===== config.mk =====
export PLATFORM = sky130hd
export DESIGN_NAME = instr_mem_loader_flat
export DESIGN_NICKNAME = d
export VERILOG_FILES = /design/src/rtl/instr_mem_loader_pkg.sv /design/src/rtl/instr_mem_loader_if.sv /design/src/rtl/instr_mem_loader_byte_assembler.sv /design/src/rtl/instr_mem_loader.sv /design/src/flat_wrapper.sv
export SDC_FILE = /design/constraint.sdc
export NUM_CORES = 1
export LEC_CHECK = 0
export CAP_MARGIN = 5
export CORE_UTILIZATION = 35
export CTS_CLUSTER_DIAMETER = 200
export DETAILED_ROUTE_END_ITERATION = 16
export GPL_TIMING_DRIVEN = 0
export SYNTH_ARGS = -nofsm -noshare
export SYNTH_HDL_FRONTEND = slang
export SYNTH_SLANG_ARGS = --single-unit
export TNS_END_PERCENT = 30

===== constraint.sdc =====
create_clock -name clk -period 3.7 [get_ports clk]
set_clock_uncertainty 0.15 [all_clocks]
set_input_delay 0.37 -clock clk [delete_from_list [all_inputs] [get_ports clk]]
set_output_delay 0.37 -clock clk [all_outputs]
set_load 0.1 [all_outputs]

===== src/rtl/instr_mem_loader_pkg.sv =====
// Shared types and byte counts for the boot-time instruction memory loader.
// LOADER_CHECKSUM_EN adds the CSUM state to the state enum.
package loader_pkg;

    localparam int HDR_BYTES  = 4;
    localparam int WORD_BYTES = 4;
    localparam int CSUM_BYTES = 4;

    typedef enum logic [2:0] {
        ST_IDLE  = 3'd0,
        ST_HDR   = 3'd1,
        ST_DATA  = 3'd2,
        ST_WRITE = 3'd3,
        ST_DONE  = 3'd4,
        ST_ERR   = 3'd5
`ifdef LOADER_CHECKSUM_EN
        ,
        ST_CSUM  = 3'd6
`endif
    } loader_state_t;

endpackage


===== src/rtl/instr_mem_loader_if.sv =====
// Host byte stream plus instruction memory write port of the loader.
interface instr_mem_loader_if;
    // A byte moves on every rising edge where byte_valid && byte_ready; the host
    // holds byte_data stable while byte_valid is high and byte_ready is low.
    logic        byte_valid;
    logic [7:0]  byte_data;
    logic        byte_ready;
    logic        mem_we;
    logic [31:0] mem_addr;
    logic [31:0] mem_wdata;

    modport slave (
        input  byte_valid, byte_data,
        output byte_ready, mem_we, mem_addr, mem_wdata
    );

    modport master (
        output byte_valid, byte_data,
        input  byte_ready, mem_we, mem_addr, mem_wdata
    );
endinterface


===== src/rtl/instr_mem_loader_byte_assembler.sv =====
// Little-endian 4-byte assembler shared by the header, payload and checksum phases.
module byte_assembler
    import loader_pkg::*;
(
    input  logic        clk,
    input  logic        rst,
    input  logic        clear,
    input  logic        accept,
    input  logic [7:0]  byte_in,
    output logic [31:0] word,
    output logic [31:0] word_unused_hi,
    output logic        word_full
);
    logic [1:0]  cnt;
    logic [31:0] sr;

    always_ff @(posedge clk or negedge rst) begin
        if (!rst) begin
            cnt <= 2'd0;
            sr  <= 32'd0;
        end else if (clear) begin
            cnt <= 2'd0;
            sr  <= 32'd0;
        end else if (accept) begin
            cnt <= cnt + 2'd1;
            sr  <= {byte_in, sr[31:8]};
        end
    end

    // Presents the completed word in the same cycle the last byte is accepted.
    assign word           = accept ? {byte_in, sr[31:8]} : sr;
    assign word_unused_hi = sr;
    assign word_full      = accept && (cnt == 2'(WORD_BYTES - 1));
endmodule


===== src/rtl/instr_mem_loader.sv =====
// Boot loader: byte stream -> instruction memory words, holds the core until done.
// Optional LOADER_CHECKSUM_EN appends an XOR checksum word after the payload.
module instr_mem_loader
    import loader_pkg::*;
#(
    parameter logic [31:0] BASE_ADDR = 32'h0000_0000,
    parameter int          MAX_WORDS = 1024
)
(
    input  logic                clk,
    input  logic                rst,
    input  logic                start,
    instr_mem_loader_if.slave   bus,
    output logic                cpu_hold,
    output logic                done,
    output logic                error,
    output logic [31:0]         words_loaded,
    output loader_state_t       state_dbg
);
    loader_state_t state;
    logic          ready_q;
    logic          we_q;
    logic [31:0]   addr_q;
    logic [31:0]   wdata_q;
    logic [31:0]   n_words;
`ifdef LOADER_CHECKSUM_EN
    logic [31:0]   csum_q;
`endif
    logic          accept;
    logic          asm_clear;
    logic          word_full;
    logic [31:0]   asm_word;
    logic [31:0]   asm_raw;

    assign accept    = bus.byte_valid && ready_q;
    assign asm_clear = start && (state == ST_IDLE || state == ST_DONE || state == ST_ERR);

    byte_assembler u_asm (
        .clk            (clk),
        .rst            (rst),
        .clear          (asm_clear),
        .accept         (accept),
        .byte_in        (bus.byte_data),
        .word           (asm_word),
        .word_unused_hi (asm_raw),
        .word_full      (word_full)
    );

    always_ff @(posedge clk or negedge rst) begin
        if (!rst) begin
            state        <= ST_IDLE;
            ready_q      <= 1'b0;
            we_q         <= 1'b0;
            addr_q       <= 32'd0;
            wdata_q      <= 32'd0;
            n_words      <= 32'd0;
            cpu_hold     <= 1'b1;
            done         <= 1'b0;
            error        <= 1'b0;
            words_loaded <= 32'd0;
`ifdef LOADER_CHECKSUM_EN
            csum_q       <= 32'd0;
`endif
        end else begin
            we_q <= 1'b0;
            case (state)
                ST_IDLE, ST_DONE, ST_ERR: begin
                    if (start) begin
                        state        <= ST_HDR;
                        ready_q      <= 1'b1;
                        cpu_hold     <= 1'b1;
                        done         <= 1'b0;
                        error        <= 1'b0;
                        words_loaded <= 32'd0;
`ifdef LOADER_CHECKSUM_EN
                        csum_q       <= 32'd0;
`endif
                    end
                end
                ST_HDR: begin
                    if (word_full) begin
                        n_words <= asm_word;
                        if (asm_word > 32'(MAX_WORDS)) begin
                            state   <= ST_ERR;
                            ready_q <= 1'b0;
                            error   <= 1'b1;
                        end else if (asm_word == 32'd0) begin
`ifdef LOADER_CHECKSUM_EN
                            state    <= ST_CSUM;
`else
                            state    <= ST_DONE;
                            ready_q  <= 1'b0;
                            done     <= 1'b1;
                            cpu_hold <= 1'b0;
`endif
                        end else begin
                            state <= ST_DATA;
                        end
                    end
                end
                ST_DATA: begin
                    if (word_full) begin
                        state   <= ST_WRITE;
                        ready_q <= 1'b0;
                        we_q    <= 1'b1;
                        addr_q  <= BASE_ADDR + {words_loaded[29:0], 2'b00};
                        wdata_q <= asm_word;
                    end
                end
                ST_WRITE: begin
                    words_loaded <= words_loaded + 32'd1;
`ifdef LOADER_CHECKSUM_EN
                    csum_q       <= csum_q ^ wdata_q;
`endif
                    if ((words_loaded + 32'd1) == n_words) begin
`ifdef LOADER_CHECKSUM_EN
                        state    <= ST_CSUM;
                        ready_q  <= 1'b1;
`else
                        state    <= ST_DONE;
                        done     <= 1'b1;
                        cpu_hold <= 1'b0;
`endif
                    end else begin
                        state   <= ST_DATA;
                        ready_q <= 1'b1;
                    end
                end
`ifdef LOADER_CHECKSUM_EN
                ST_CSUM: begin
                    if (word_full) begin
                        ready_q <= 1'b0;
                        if (asm_word == csum_q) begin
                            state    <= ST_DONE;
                            done     <= 1'b1;
                            cpu_hold <= 1'b0;
                        end else begin
                            state <= ST_ERR;
                            error <= 1'b1;
                        end
                    end
                end
`endif
                default: state <= ST_IDLE;
            endcase
        end
    end

    assign bus.byte_ready = ready_q;
    assign bus.mem_we     = we_q;
    assign bus.mem_addr   = addr_q;
    assign bus.mem_wdata  = wdata_q;
    assign state_dbg      = state;

    // The raw shift register is only exposed for debug taps.
    logic unused_raw;
    assign unused_raw = ^asm_raw;
endmodule


===== src/flat_wrapper.sv =====
// flat-port wrapper written by rule: the top's interface ports become plain ports
module instr_mem_loader_flat import loader_pkg::*;
#(
    parameter logic [31:0] BASE_ADDR = 32'h0000_0000,
    parameter int          MAX_WORDS = 1024
)
  (clk, rst, start, cpu_hold, done, error, words_loaded, state_dbg, bus_byte_valid, bus_byte_data, bus_byte_ready, bus_mem_we, bus_mem_addr, bus_mem_wdata);
  instr_mem_loader_if bus_i ();
  input  logic clk;
  input  logic rst;
  input  logic start;
  output logic cpu_hold;
  output logic done;
  output logic error;
  output logic [31:0] words_loaded;
  output loader_state_t state_dbg;
  input wire logic [$bits(bus_i.byte_valid)-1:0] bus_byte_valid;
  input wire logic [$bits(bus_i.byte_data)-1:0] bus_byte_data;
  output wire logic [$bits(bus_i.byte_ready)-1:0] bus_byte_ready;
  output wire logic [$bits(bus_i.mem_we)-1:0] bus_mem_we;
  output wire logic [$bits(bus_i.mem_addr)-1:0] bus_mem_addr;
  output wire logic [$bits(bus_i.mem_wdata)-1:0] bus_mem_wdata;
  assign bus_i.byte_valid = bus_byte_valid;
  assign bus_i.byte_data = bus_byte_data;
  assign bus_byte_ready = bus_i.byte_ready;
  assign bus_mem_we = bus_i.mem_we;
  assign bus_mem_addr = bus_i.mem_addr;
  assign bus_mem_wdata = bus_i.mem_wdata;
  instr_mem_loader #(.BASE_ADDR(BASE_ADDR), .MAX_WORDS(MAX_WORDS)) u_core (.clk(clk), .rst(rst), .start(start), .bus(bus_i), .cpu_hold(cpu_hold), .done(done), .error(error), .words_loaded(words_loaded), .state_dbg(state_dbg));
endmodule

==> flow_summary.json <==
{
  "status": "finished clean",
  "worst_ep_arrival_time_ns": 3.79,
  "utilization": 0.453,
  "syn_avg_cell_area_um2": 10.2,
  "fin_crit_sh": 0.968,
  "path_buf_inv": 1,
  "layout-drive-gt1-share": 0.142,
  "wl_per_cell_um": 19.7,
  "clk_pin_slew_ns": 0.07,
  "antenna_cells": 0,
  "rows": 56,
  "critPathMaxFanout": 10,
  "worstRegToRegCells": 9,
  "rrSetupSlack_ns": 0.12,
  "r2r-start": "u_core.words_loaded[1]",
  "max-vdd-ir-drop_v": 0.000333,
  "mostFrequentLayoutCells": "dfrtp_1, clkdlybuf4s50_1, nor2_1",
  "yosysWarnings": 0,
  "drv_slew": 0,
  "clkLatencyLatePin_ns": 0.44,
  "synthFlopType": "dfrtp_1",
  "cp.required_ns": 3.91,
  "setup_viol_count_final": 0,
  "netlist_area_um2": 8380,
  "die_h_um": 157,
  "clk_path_buf_depth": 2,
  "numCtsBuffers": 17,
  "grt_overflow": 0,
  "crit_path_end": "u_core.done",
  "synthArstFlopShare": 1.00,
  "drv_cap": 0,
  "critPathLaunchType": "register",
  "grt_max_degree": 92,
  "viasPerCell": 5.30,
  "timing.fmax_ghz": 0.279,
  "io_pins": 116,
  "core_area_um2": 23500,
  "netlist_instances": 818,
  "initial_core_util": 0.357,
  "slew-limit-headroom": 0.264,
  "antenna_found_initial": 0,
  "critical_path_class": "reg2reg",
  "max_stage_delay_ns": 0.65,
  "end_kind": "register",
  "placed_cell_area_um2": 9950,
  "design.die.area_um2": 24600,
  "tns_ns": 0,
  "synthDistinctLibCells": 67,
  "finalHoldViolations": 0,
  "synth_seq_cells": 168,
  "ctsHtreeMaxLevel": 4,
  "num_vias": 6819,
  "post-route-min-period_ns": 3.58,
  "grt_pass1_vias": 6654,
  "critPathSlowestCell": "or4_1",
  "antenna_left": 0,
  "grt_usage": 0.215,
  "tritoncts": "yes",
  "drt_wl_total_mm": 25.3,
  "clockRootBuffer": "clkbuf_16",
  "io_buffers": 113,
  "finalInstanceArea_um2": 10600,
  "startpoint": "u_core.words_loaded[1]",
  "dr.pass1.iters": 5,
  "cp.depth": 9,
  "path_delay_family": "simple AND/OR/NAND/NOR gates",
  "crit_chain": "ha_1 > nand3_1 > clkbuf_1 > nor4_1 > xnor2_1 > nor4b_1 > nand4b_1 > or4_1 > a31oi_1",
  "synth_edf_count": 0,
  "grt_pass1_wl_mm": 39.5,
  "leakage_nw": 4.58,
  "nNetsFinal": 968,
  "final_common_cell": "dfrtp_1",
  "die_w_um": 157,
  "place_congestion": 0.902,
  "syn_to_final_growth_pct": 26.9,
  "remaining_drc_errors": 0,
  "hpwl_mm": 18.5,
  "hp-class": "in2async",
  "rsz0062_at_grt": "yes",
  "worstMarginPinSlew_ns": 1.10,
  "reg2reg_to": "u_core.done",
  "fillers": 2286,
  "drt_iter0_markers": 498,
  "seq_area_frac_synth": 0.502,
  "cts_sinks": 168,
  "pwr_density_cell_nw_per_um2": 776
}
-- logic make-up after synthesis --
family,count (synthesis),synth area share
other,1,0.000448
multiplexers,97,0.125
AND/OR/NAND/NOR,278,0.170
AO/OA/AOI/OAI,160,0.117
adder cells (fa/ha/maj),2,0.00299
flip-flops,168,0.502
buffers and inverters,64,0.0321
XOR/XNOR,48,0.0502
-- cells in the mapped netlist (3+ instances only) --
master / n / area share
a31oi_1: 6 / 0.0045
and4_1: 6 / 0.0063
nand4b_1: 5 / 0.0052
nand2_1: 51 / 0.023
buf_1: 5 / 0.0022
o31ai_1: 10 / 0.0090
buf_2: 11 / 0.0066
o21ai_0: 46 / 0.027
xor2_1: 24 / 0.025
nor3_1: 14 / 0.0084
buf_4: 4 / 0.0036
a21oi_1: 55 / 0.033
or4_1: 3 / 0.0027
mux2i_1: 35 / 0.042
a41oi_1: 3 / 0.0031
and3_1: 8 / 0.0060
nor3b_1: 4 / 0.0036
nand2b_1: 6 / 0.0045
mux2_2: 62 / 0.083
nor2_1: 103 / 0.046
or3_1: 3 / 0.0022
a2111oi_0: 3 / 0.0031
clkbuf_1: 37 / 0.017
o211ai_1: 3 / 0.0027
dfrtp_1: 167 / 0.50
o21bai_1: 6 / 0.0054
and2_1: 5 / 0.0037
xnor2_1: 24 / 0.025
nor4_1: 12 / 0.0090
a22o_1: 4 / 0.0042
nand4_1: 16 / 0.012
nand3_1: 25 / 0.015
inv_1: 7 / 0.0031
-- sequential cells by signal (all words and copies together), names as in the netlist, 2 cells and up --
name / flops
u_core.bus.mem_addr: 30
u_core.bus.mem_wdata: 32
u_core.n_words: 32
u_core.state_dbg: 3
u_core.u_asm.cnt: 2
u_core.u_asm.word_unused_hi: 32
u_core.words_loaded: 32
-- per-stage QoR --
step / setup WS (ns) / power [W] / hold WS [ns] / cells
2_1_floorplan: 0.0364 / 0.00536 / -0.0756 / 819
6_report: 0.118 / 0.00824 / 0.327 / 1286
5_1_grt: -0.000703 / 0.00869 / 0.358 / 1286
3_5_place_dp: -0.497 / 0.00643 / 0.233 / 1252
3_3_place_gp: -5.67 / 0.00640 / 0.328 / 1251
4_1_cts: 0.0122 / 0.00829 / 0.345 / 1285
-- power by group --
part	total [W]	leakage (nW)	internal (W)	switching (W)
clock	0.00184	0.298	0.000989	0.000851
sequential	0.00289	2.21	0.00232	0.000577
combinational	0.00351	2.07	0.00116	0.00235
total	0.00824	4.58	0.00446	0.00378
-- how the worst min path moves through the flow --
stage               startpoint                       to  slack (ns)
3_5_place_dp               rst  u_core.bus.mem_addr[20]        0.23
3_3_place_gp   u_core.cpu_hold          u_core.cpu_hold        0.33
2_1_floorplan              rst    u_core.bus.byte_ready       -0.08
4_1_cts        u_core.cpu_hold          u_core.cpu_hold        0.35
5_1_grt        u_core.cpu_hold          u_core.cpu_hold        0.36
6_report                   rst  u_core.bus.mem_addr[20]        0.33
-- metal layers --
metal,share of wire,GRT usage,wire length [um],vias to the layer above
li1,-,-,-,3204
met1,0.48,0.305,12000,3362
met2,0.47,0.339,11800,227
met3,0.045,0.0366,1140,26
met4,0.014,0.0551,351,0
met5,0,0,0,-
-- timing repair --
action | CTS | global route
gates resized for setup | 3 | 5
hold endpoints to repair | 76 | 0
setup buffers | 0 | 2
pin swaps | 0 | 1
hold buffers | 1 | 0
endpoints found under the setup margin | 12 | 5
-- final cells by class --
| type | instances | area (um^2) | share of cell area |
|---|---|---|---|
| timing repair buffer | 117 | 1190 | 0.112 |
| sequential | 168 | 4210 | 0.396 |
| tap | 319 | 399 | 0.0376 |
| clock buffer | 18 | 439 | 0.0413 |
| multi-input combinational | 587 | 3950 | 0.372 |
| clock inverter | 14 | 175 | 0.0165 |
| buffer | 56 | 239 | 0.0225 |
| inverter | 7 | 26.3 | 0.00247 |
Note: power is estimated with default switching activity, not from simulation.
